[config.mk]
export PLATFORM = sky130hd
export DESIGN_NAME = ram_store_ctrl
export DESIGN_NICKNAME = d
export VERILOG_FILES = /design/src/rtl/ram_store_ctrl.sv
export SDC_FILE = /design/constraint.sdc
export NUM_CORES = 1
export LEC_CHECK = 0
export CAP_MARGIN = 20
export CORE_ASPECT_RATIO = 1.1
export CORE_MARGIN = 2
export CORE_UTILIZATION = 39
export DETAILED_ROUTE_END_ITERATION = 8
export PLACE_DENSITY_LB_ADDON = 0.08
export SLEW_MARGIN = 20
export SYNTH_ARGS = -nofsm -noshare
export SYNTH_HDL_FRONTEND = slang
export SYNTH_SLANG_ARGS = --single-unit
[constraint.sdc]
create_clock -name clk -period 1.9 [get_ports clk]
set_input_delay 0.285 -clock clk [delete_from_list [all_inputs] [get_ports clk]]
set_output_delay 0.285 -clock clk [all_outputs]
set_load 0.1 [all_outputs]
[src/rtl/ram_store_ctrl.sv]
// Store-side RAM controller: word writes direct, sub-word writes by read-modify-write.
// Latency: done 1 cycle after handshake for word stores, 3 cycles for byte/halfword RMW.
// Backpressure: req_ready drops for the whole store; requests offered while busy are ignored.
// Build option STORE_BYTE_ENABLE_EN: RAM has byte write enables, so sub-word stores skip RMW.
module ram_store_ctrl #(
   parameter int ADDR_W = 32
) (
   input  logic              clk,
   input  logic              rst_n,
   input  logic              req_valid,
   output logic              req_ready,
   input  logic [ADDR_W-1:0] req_addr,
   input  logic [31:0]       req_data,
   input  logic [1:0]        req_mask,
   output logic [ADDR_W-1:0] ram_addr,
   output logic              ram_rd_en,
   input  logic [31:0]       ram_rd_data,
   output logic              ram_wr_en,
   output logic [31:0]       ram_wr_data,
   output logic [3:0]        ram_be,
   output logic              done,
   output logic              misaligned
);

   typedef enum logic [2:0] {
      S_IDLE,
      S_READ,
      S_MERGE,
      S_WRITE,
      S_ERR
   } state_t;

   state_t            state_q, state_d;
   logic [ADDR_W-1:0] addr_q, addr_d;
   logic [1:0]        mask_q, mask_d;
   logic              req_ready_q, req_ready_d;
   logic              rd_en_q, rd_en_d;
   logic              wr_en_q, wr_en_d;
   logic              done_q, done_d;
   logic              mis_q, mis_d;
   logic [3:0]        be_q, be_d;
   // ram_wr_data_q doubles as the merge register for read-modify-write
   logic [31:0]       wr_data_q, wr_data_d;

   logic req_word;
   logic req_half;
   logic req_bad;

`ifndef STORE_BYTE_ENABLE_EN
   logic [15:0] data_lo_q, data_lo_d;
   logic [31:0] merged;
`else
   logic        unused_be_build;
   assign unused_be_build = ^{ram_rd_data, addr_q[1:0], mask_q};
`endif

   // Size decode and alignment check of the offered request
   always_comb begin
      req_word = req_mask[1];
      req_half = (req_mask == 2'b01);
      req_bad  = (req_word && (req_addr[1:0] != 2'b00)) || (req_half && req_addr[0]);
   end

`ifndef STORE_BYTE_ENABLE_EN
   // Replace one byte or halfword lane of the word just read (little-endian lanes)
   always_comb begin
      merged = ram_rd_data;
      if (mask_q == 2'b01) begin
         if (addr_q[1]) merged[31:16] = data_lo_q;
         else           merged[15:0]  = data_lo_q;
      end else begin
         case (addr_q[1:0])
            2'd0:    merged[7:0]   = data_lo_q[7:0];
            2'd1:    merged[15:8]  = data_lo_q[7:0];
            2'd2:    merged[23:16] = data_lo_q[7:0];
            default: merged[31:24] = data_lo_q[7:0];
         endcase
      end
   end
`endif

   // Next-state and next-output decode; outputs are registered for the state being entered
   always_comb begin
      state_d     = state_q;
      addr_d      = addr_q;
      mask_d      = mask_q;
      wr_data_d   = wr_data_q;
      req_ready_d = 1'b0;
      rd_en_d     = 1'b0;
      wr_en_d     = 1'b0;
      done_d      = 1'b0;
      mis_d       = 1'b0;
      be_d        = 4'b0000;
`ifndef STORE_BYTE_ENABLE_EN
      data_lo_d   = data_lo_q;
`endif
      case (state_q)
         S_IDLE: begin
            req_ready_d = 1'b1;
            if (req_valid) begin
               req_ready_d = 1'b0;
               addr_d      = req_addr;
               mask_d      = req_mask;
`ifndef STORE_BYTE_ENABLE_EN
               data_lo_d   = req_data[15:0];
`endif
               if (req_bad) begin
                  state_d = S_ERR;
                  mis_d   = 1'b1;
               end else if (req_word) begin
                  state_d   = S_WRITE;
                  wr_en_d   = 1'b1;
                  done_d    = 1'b1;
                  be_d      = 4'b1111;
                  wr_data_d = req_data;
               end else begin
`ifdef STORE_BYTE_ENABLE_EN
                  state_d   = S_WRITE;
                  wr_en_d   = 1'b1;
                  done_d    = 1'b1;
                  be_d      = req_half ? (req_addr[1] ? 4'b1100 : 4'b0011)
                                       : (4'b0001 << req_addr[1:0]);
                  wr_data_d = req_half ? {2{req_data[15:0]}} : {4{req_data[7:0]}};
`else
                  state_d   = S_READ;
                  rd_en_d   = 1'b1;
`endif
               end
            end
         end
         S_READ: begin
`ifdef STORE_BYTE_ENABLE_EN
            state_d     = S_IDLE;
            req_ready_d = 1'b1;
`else
            // read data arrives during MERGE
            state_d = S_MERGE;
`endif
         end
         S_MERGE: begin
`ifdef STORE_BYTE_ENABLE_EN
            state_d     = S_IDLE;
            req_ready_d = 1'b1;
`else
            state_d   = S_WRITE;
            wr_en_d   = 1'b1;
            done_d    = 1'b1;
            be_d      = 4'b1111;
            wr_data_d = merged;
`endif
         end
         S_WRITE, S_ERR: begin
            state_d     = S_IDLE;
            req_ready_d = 1'b1;
         end
         default: begin
            state_d     = S_IDLE;
            req_ready_d = 1'b1;
         end
      endcase
   end

   // State, latched request and registered outputs; reset drops any in-flight store
   always_ff @(posedge clk or negedge rst_n) begin
      if (!rst_n) begin
         state_q     <= S_IDLE;
         addr_q      <= '0;
         mask_q      <= 2'b00;
         req_ready_q <= 1'b1;
         rd_en_q     <= 1'b0;
         wr_en_q     <= 1'b0;
         done_q      <= 1'b0;
         mis_q       <= 1'b0;
         be_q        <= 4'b0000;
         wr_data_q   <= 32'h0;
`ifndef STORE_BYTE_ENABLE_EN
         data_lo_q   <= 16'h0;
`endif
      end else begin
         state_q     <= state_d;
         addr_q      <= addr_d;
         mask_q      <= mask_d;
         req_ready_q <= req_ready_d;
         rd_en_q     <= rd_en_d;
         wr_en_q     <= wr_en_d;
         done_q      <= done_d;
         mis_q       <= mis_d;
         be_q        <= be_d;
         wr_data_q   <= wr_data_d;
`ifndef STORE_BYTE_ENABLE_EN
         data_lo_q   <= data_lo_d;
`endif
      end
   end

   assign req_ready   = req_ready_q;
   assign ram_addr    = {addr_q[ADDR_W-1:2], 2'b00};
   assign ram_rd_en   = rd_en_q;
   assign ram_wr_en   = wr_en_q;
   assign ram_wr_data = wr_data_q;
   assign ram_be      = be_q;
   assign done        = done_q;
   assign misaligned  = mis_q;

endmodule

==> results.py, run 1 <==
metrics = {
    "routing": {
        "drt-initial-drc-count": 259,
        "ant_nets": 0,
        "drc": 0,
        "num_vias": 3770,
        "drtPass1Iterations": 4,
        "viasPerCell": 4.86,
        "wl_per_cell_um": 15.5,
        "wl_um": 12000,
    },
    "synthesis": {
        "async_flop_share": 1.00,
        "synth_enable_flop_cells": 0,
        "syn-instance-count": 478,
        "ys_seq_elements": 89,
        "synth-warning-count": 0,
        "synth_area_sq_um": 4340,
        "avgSynthCellArea_sq_um": 9.08,
        "ys_seq_area_frac": 0.514,
        "synthDistinctLibCells": 34,
        "synth_flop_cell": "dfrtp_1",
    },
    "cells_and_area": {
        "seq_area_sq_um": 2230,
        "instances_no_fill": 775,
        "syn2layout_area_growth_pct": 44.5,
        "diodes": 0,
        "drive_gt1_frac": 0.210,
        "postLayoutCellArea_sq_um": 6270,
        "fin_nets": 724,
        "final_cell_mix": "183 x nand2_1, 99 x clkdlybuf4s50_1, 91 x buf_4, 88 x dfrtp_1, 40 x a21oi_1",
        "multi_input_area_sq_um": 1730,
        "final_util": 0.577,
        "layout_commonest_cell": "nand2_1",
        "fillers": 962,
    },
    "setup_path": {
        "cp.required_ns": 2.13,
        "crit_type": "reg -> reg",
        "cp_top_family": "simple AND/OR/NAND/NOR gates",
        "crit_path_end_kind": "flop",
        "start_kind": "flop",
        "crit_buf_inv": 1,
        "cp_slowest_cell": "dfrtp_1",
        "crit_chain": "nor4b_4 > nand3_4 > buf_6 > mux2i_1 > a221oi_1",
        "crit_path_max_incr_delay_ns": 0.44,
        "critPathArrivalTime_ns": 2.01,
        "path_max_fanout": 23,
    },
    "sta": {
        "slew_headroom": 0.578,
        "max_freq_ghz": 0.562,
        "hold_viol_final": 0,
        "setup_viol": 0,
        "timing.final.crit_period_ns": 1.78,
        "rsz0062_at_grt": "yes",
        "tightest_slew_ns": 0.629,
        "final_max_slew_viol_count": 0,
        "holdWs_ns": 0.473,
        "skew_ns": 0.00796,
        "min_period_over_period": 0.937,
    },
    "grt": {
        "grt_start_max_net_pins": 40,
        "antenna_found_initial": 0,
        "top_usage_layer": "met2",
        "grt.total_usage": 0.202,
        "met2_usage": 0.352,
        "met1_usage": 0.247,
        "grt_overflow": 0,
        "grt_pass1_vias": 3912,
        "grt_pass1_wl_um": 19100,
        "met3_usage": 0.0421,
    },
    "flow_run": {
        "cap_violations": 0,
    },
    "place": {
        "gp_congestion": 0.865,
        "port_buffers": 171,
        "dpl.hpwl_um": 8870,
        "dp.cells": 758,
        "placed_cell_area_sq_um": 5910,
    },
    "floorplan": {
        "die_h_um": 115,
        "coreArea_sq_um": 10900,
        "dieArea_sq_um": 12000,
        "io_pins": 174,
        "initial_utilization": 0.400,
        "num_rows": 40,
        "die_x_um": 105,
    },
    "clock_network": {
        "cts_tree": "yes",
        "clk_path_buf_depth": 2,
        "htree_num_levels": 3,
        "clock_latency_ns": 0.34,
        "postCtsSetupBuffers": 0,
        "cts.sinks": 89,
        "cts_made_buffers": 9,
        "path_clk_slew_ns": 0.06,
        "cts-root-buf": "clkbuf_16",
    },
    "run_status": {
        "outcome": "finished clean",
    },
    "min_path": {
        "hold_class": "in -> reg",
    },
}
[sequential cells by signal, summed over array words and instances, names as in the netlist]
name / cells
addr_q: 32
data_lo_q: 16
mask_q: 2
misaligned: 1
ram_be: 1
ram_rd_en: 1
ram_wr_data: 32
req_ready: 1
state_q: 3
[worst reg2reg max path, stage by stage, from the launching register on]
cell and delay, ns:
dfrtp_1 0.44, nor4b_4 0.37, nand3_4 0.23, buf_6 0.24, mux2i_1 0.14, a221oi_1 0.25
[cells in the mapped netlist, types with 3 or more instances]
| cell type | count | share of area |
|---|---|---|
| mux2i_1 | 11 | 0.025 |
| nor2_1 | 6 | 0.0052 |
| buf_2 | 4 | 0.0046 |
| nand2_1 | 183 | 0.16 |
| mux2_2 | 11 | 0.029 |
| a22oi_1 | 16 | 0.028 |
| a21oi_1 | 40 | 0.046 |
| nor3_1 | 3 | 0.0035 |
| clkbuf_1 | 19 | 0.016 |
| buf_1 | 3 | 0.0026 |
| nand2b_1 | 15 | 0.022 |
| buf_4 | 38 | 0.066 |
| o221a_2 | 4 | 0.010 |
| o221a_1 | 4 | 0.010 |
| o32ai_1 | 6 | 0.012 |
| mux2_1 | 3 | 0.0078 |
| dfrtp_1 | 88 | 0.51 |
[layout make-up]
| class | instances | share of cell area |
|---|---|---|
| tap | 147 | 0.0293 |
| clock inverter | 4 | 0.0120 |
| sequential | 89 | 0.355 |
| inverter | 2 | 0.00120 |
| multi-input combinational | 324 | 0.276 |
| clock buffer | 12 | 0.0409 |
| timing repair buffer | 197 | 0.285 |
[final timing paths]
path	from	to	slack (ns)	cells after the start
min in group asynchronous	rst_n	addr_q[28]	0.48	2
worst max register to register	state_q[0]	ram_wr_data[24]	0.12	5
worst max-delay path	state_q[0]	ram_wr_data[24]	0.12	5
worst min-delay path	req_addr[13]	addr_q[13]	0.47	3
max in group asynchronous	rst_n	addr_q[7]	0.76	3
worst min register to register	addr_q[4]	addr_q[4]	0.48	2
[through the flow]
stage | setup slack, ns | TNS, ns
after floorplan | -0.00552 | -0.0166
after global placement | -0.204 | -9.11
after detailed placement | -0.315 | -11.75
after CTS | 0.0439 | 0
after global routing | -0.0226 | -0.0226
final | 0.119 | 0
[metal layers]
layer  up-vias  part of all wire  routed length [um]
met4         0             0.015                 182
li1       1837                 -                   -
met3        15             0.064                 775
met5         -                 0                   0
met1      1779              0.42                5030
met2       139              0.50                6050
[logic make-up (layout without fill, tap and decap cells)]
| family | Yosys count | in the layout | share of synthesized area |
|---|---|---|---|
| AOI/OAI and AO/OA | 82 | 82 | 0.126 |
| buffers and inverters | 66 | 215 | 0.0911 |
| DFF | 89 | 89 | 0.514 |
| muxes | 25 | 25 | 0.0617 |
| other | 1 | 2 | 0.000864 |
| and+or+nand+nor | 215 | 215 | 0.207 |
[timing repair]
item                       4_1_cts  5_1_grt
gates cloned                     0        0
resized for setup                1        2
setup endpoints to repair        2        8
hold endpoints to repair        36        0
hold buffers                     1        0
pin swaps                        0        1
Power of run 1 is not shown: default switching activity piles up to over one toggle a cycle in this logic, so the estimate is an artifact.
==> run 2, diff against run 1 <==
- MAX_ROUTING_LAYER: not set -> met4
==> results.py, run 2 (same netlist as run 1, synthesis figures left out) <==
metrics = {
    "routing": {
        "drtPass1Iterations": 5,
        "num_vias": 3761,
        "viasPerCell": 4.85,
        "drc": 0,
        "wl_per_cell_um": 15.5,
        "ant_nets": 0,
        "wl_um": 12000,
        "drt-initial-drc-count": 271,
    },
    "floorplan": {
        "io_pins": 174,
        "coreArea_sq_um": 10900,
        "initial_utilization": 0.400,
        "die_x_um": 105,
        "dieArea_sq_um": 12000,
        "num_rows": 40,
        "die_h_um": 115,
    },
    "sta": {
        "min_period_over_period": 0.938,
        "final_max_slew_viol_count": 0,
        "timing.final.crit_period_ns": 1.78,
        "rsz0062_at_grt": "yes",
        "hold_viol_final": 0,
        "slew_headroom": 0.567,
        "tightest_slew_ns": 0.645,
        "max_freq_ghz": 0.561,
        "finalSetupTns_ns": 0,
        "skew_ns": 0.00616,
        "holdWs_ns": 0.473,
        "setup_viol": 0,
    },
    "setup_path": {
        "crit_chain": "nor4b_4 > nand3_4 > buf_6 > mux2i_1 > a221oi_1",
        "r2r_slack_ns": 0.12,
        "cp_top_family": "simple AND/OR/NAND/NOR gates",
        "critPathArrivalTime_ns": 2.01,
        "crit_type": "reg -> reg",
        "path_max_fanout": 23,
        "start_kind": "flop",
        "crit_path_max_incr_delay_ns": 0.44,
        "crit_buf_inv": 1,
        "cp.required_ns": 2.13,
        "cp_slowest_cell": "dfrtp_1",
        "crit_path_end_kind": "flop",
    },
    "cells_and_area": {
        "multi_input_area_sq_um": 1730,
        "syn2layout_area_growth_pct": 44.5,
        "diodes": 0,
        "layout_commonest_cell": "nand2_1",
        "drive_gt1_frac": 0.210,
        "seq_area_sq_um": 2230,
        "fin_nets": 724,
        "postLayoutCellArea_sq_um": 6270,
        "fillers": 962,
        "final_cell_mix": "183 x nand2_1, 99 x clkdlybuf4s50_1, 91 x buf_4, 88 x dfrtp_1, 40 x a21oi_1",
    },
    "grt": {
        "grt.total_usage": 0.208,
        "grt_pass1_vias": 3916,
        "grt_pass1_wl_um": 19000,
        "grt_start_max_net_pins": 40,
        "grt_overflow": 0,
        "antenna_found_initial": 0,
    },
    "place": {
        "gp_congestion": 0.879,
        "placed_cell_area_sq_um": 5910,
        "port_buffers": 171,
        "dpl.hpwl_um": 8870,
    },
    "clock_network": {
        "htree_num_levels": 3,
        "clock_latency_ns": 0.34,
        "cts.sinks": 89,
        "path_clk_slew_ns": 0.06,
        "cts_tree": "yes",
        "clk_path_buf_depth": 2,
        "cts_made_buffers": 9,
        "cts-root-buf": "clkbuf_16",
    },
    "run_status": {
        "outcome": "finished clean",
    },
    "flow_run": {
        "cap_violations": 0,
    },
    "min_path": {
        "hold_class": "in -> reg",
    },
}
[run 2: cell type report]
cell class / count / area share
repair buffers: 197 / 0.285
clock buffers: 12 / 0.0409
multi-input cells: 324 / 0.276
well taps: 147 / 0.0293
flip-flops and latches: 89 / 0.355
clock inverters: 4 / 0.0120
inverters: 2 / 0.00120
[run 2: metrics by stage]
step | worst slack [ns] | util | cells
after floorplan | -0.00552 | - | 479
final | 0.117 | 0.577 | 775
after CTS | 0.0439 | 0.577 | 775
after detailed placement | -0.315 | 0.544 | 758
after global routing | -0.0231 | 0.577 | 775
after global placement | -0.204 | 0.544 | 758
[run 2: what timing repair did]
action / in CTS / in global routing
resized for setup: 1 / 2
buffers inserted: 0 / 0
hold buffers: 1 / 0
pin swaps: 0 / 1
hold endpoints to repair: 36 / 0
endpoints found under the setup margin: 2 / 8
[run 2: final timing paths]
path	startpoint	to	cells past startpoint
min in group asynchronous	rst_n	addr_q[28]	2
max reg2reg	state_q[0]	ram_wr_data[24]	5
max in group asynchronous	rst_n	addr_q[7]	3
max	state_q[0]	ram_wr_data[24]	5
min	req_addr[13]	addr_q[13]	3
min reg2reg	addr_q[4]	addr_q[4]	2
[run 2: metal layers]
metal | vias up | routed length (um) | share of wire | GRT usage
li1 | 1839 | - | - | -
met1 | 1758 | 4990 | 0.41 | 0.249
met2 | 144 | 6120 | 0.51 | 0.354
met3 | 20 | 719 | 0.060 | 0.0370
met4 | 0 | 208 | 0.017 | 0.0809
met5 | - | 0 | 0 | -
[run 2: worst reg2reg max path, cell delays in order (launching register included)]
cell and delay [ns]:
dfrtp_1 0.44, nor4b_4 0.37, nand3_4 0.23, buf_6 0.24, mux2i_1 0.14, a221oi_1 0.25
Power of run 2 is left out for the same reason.
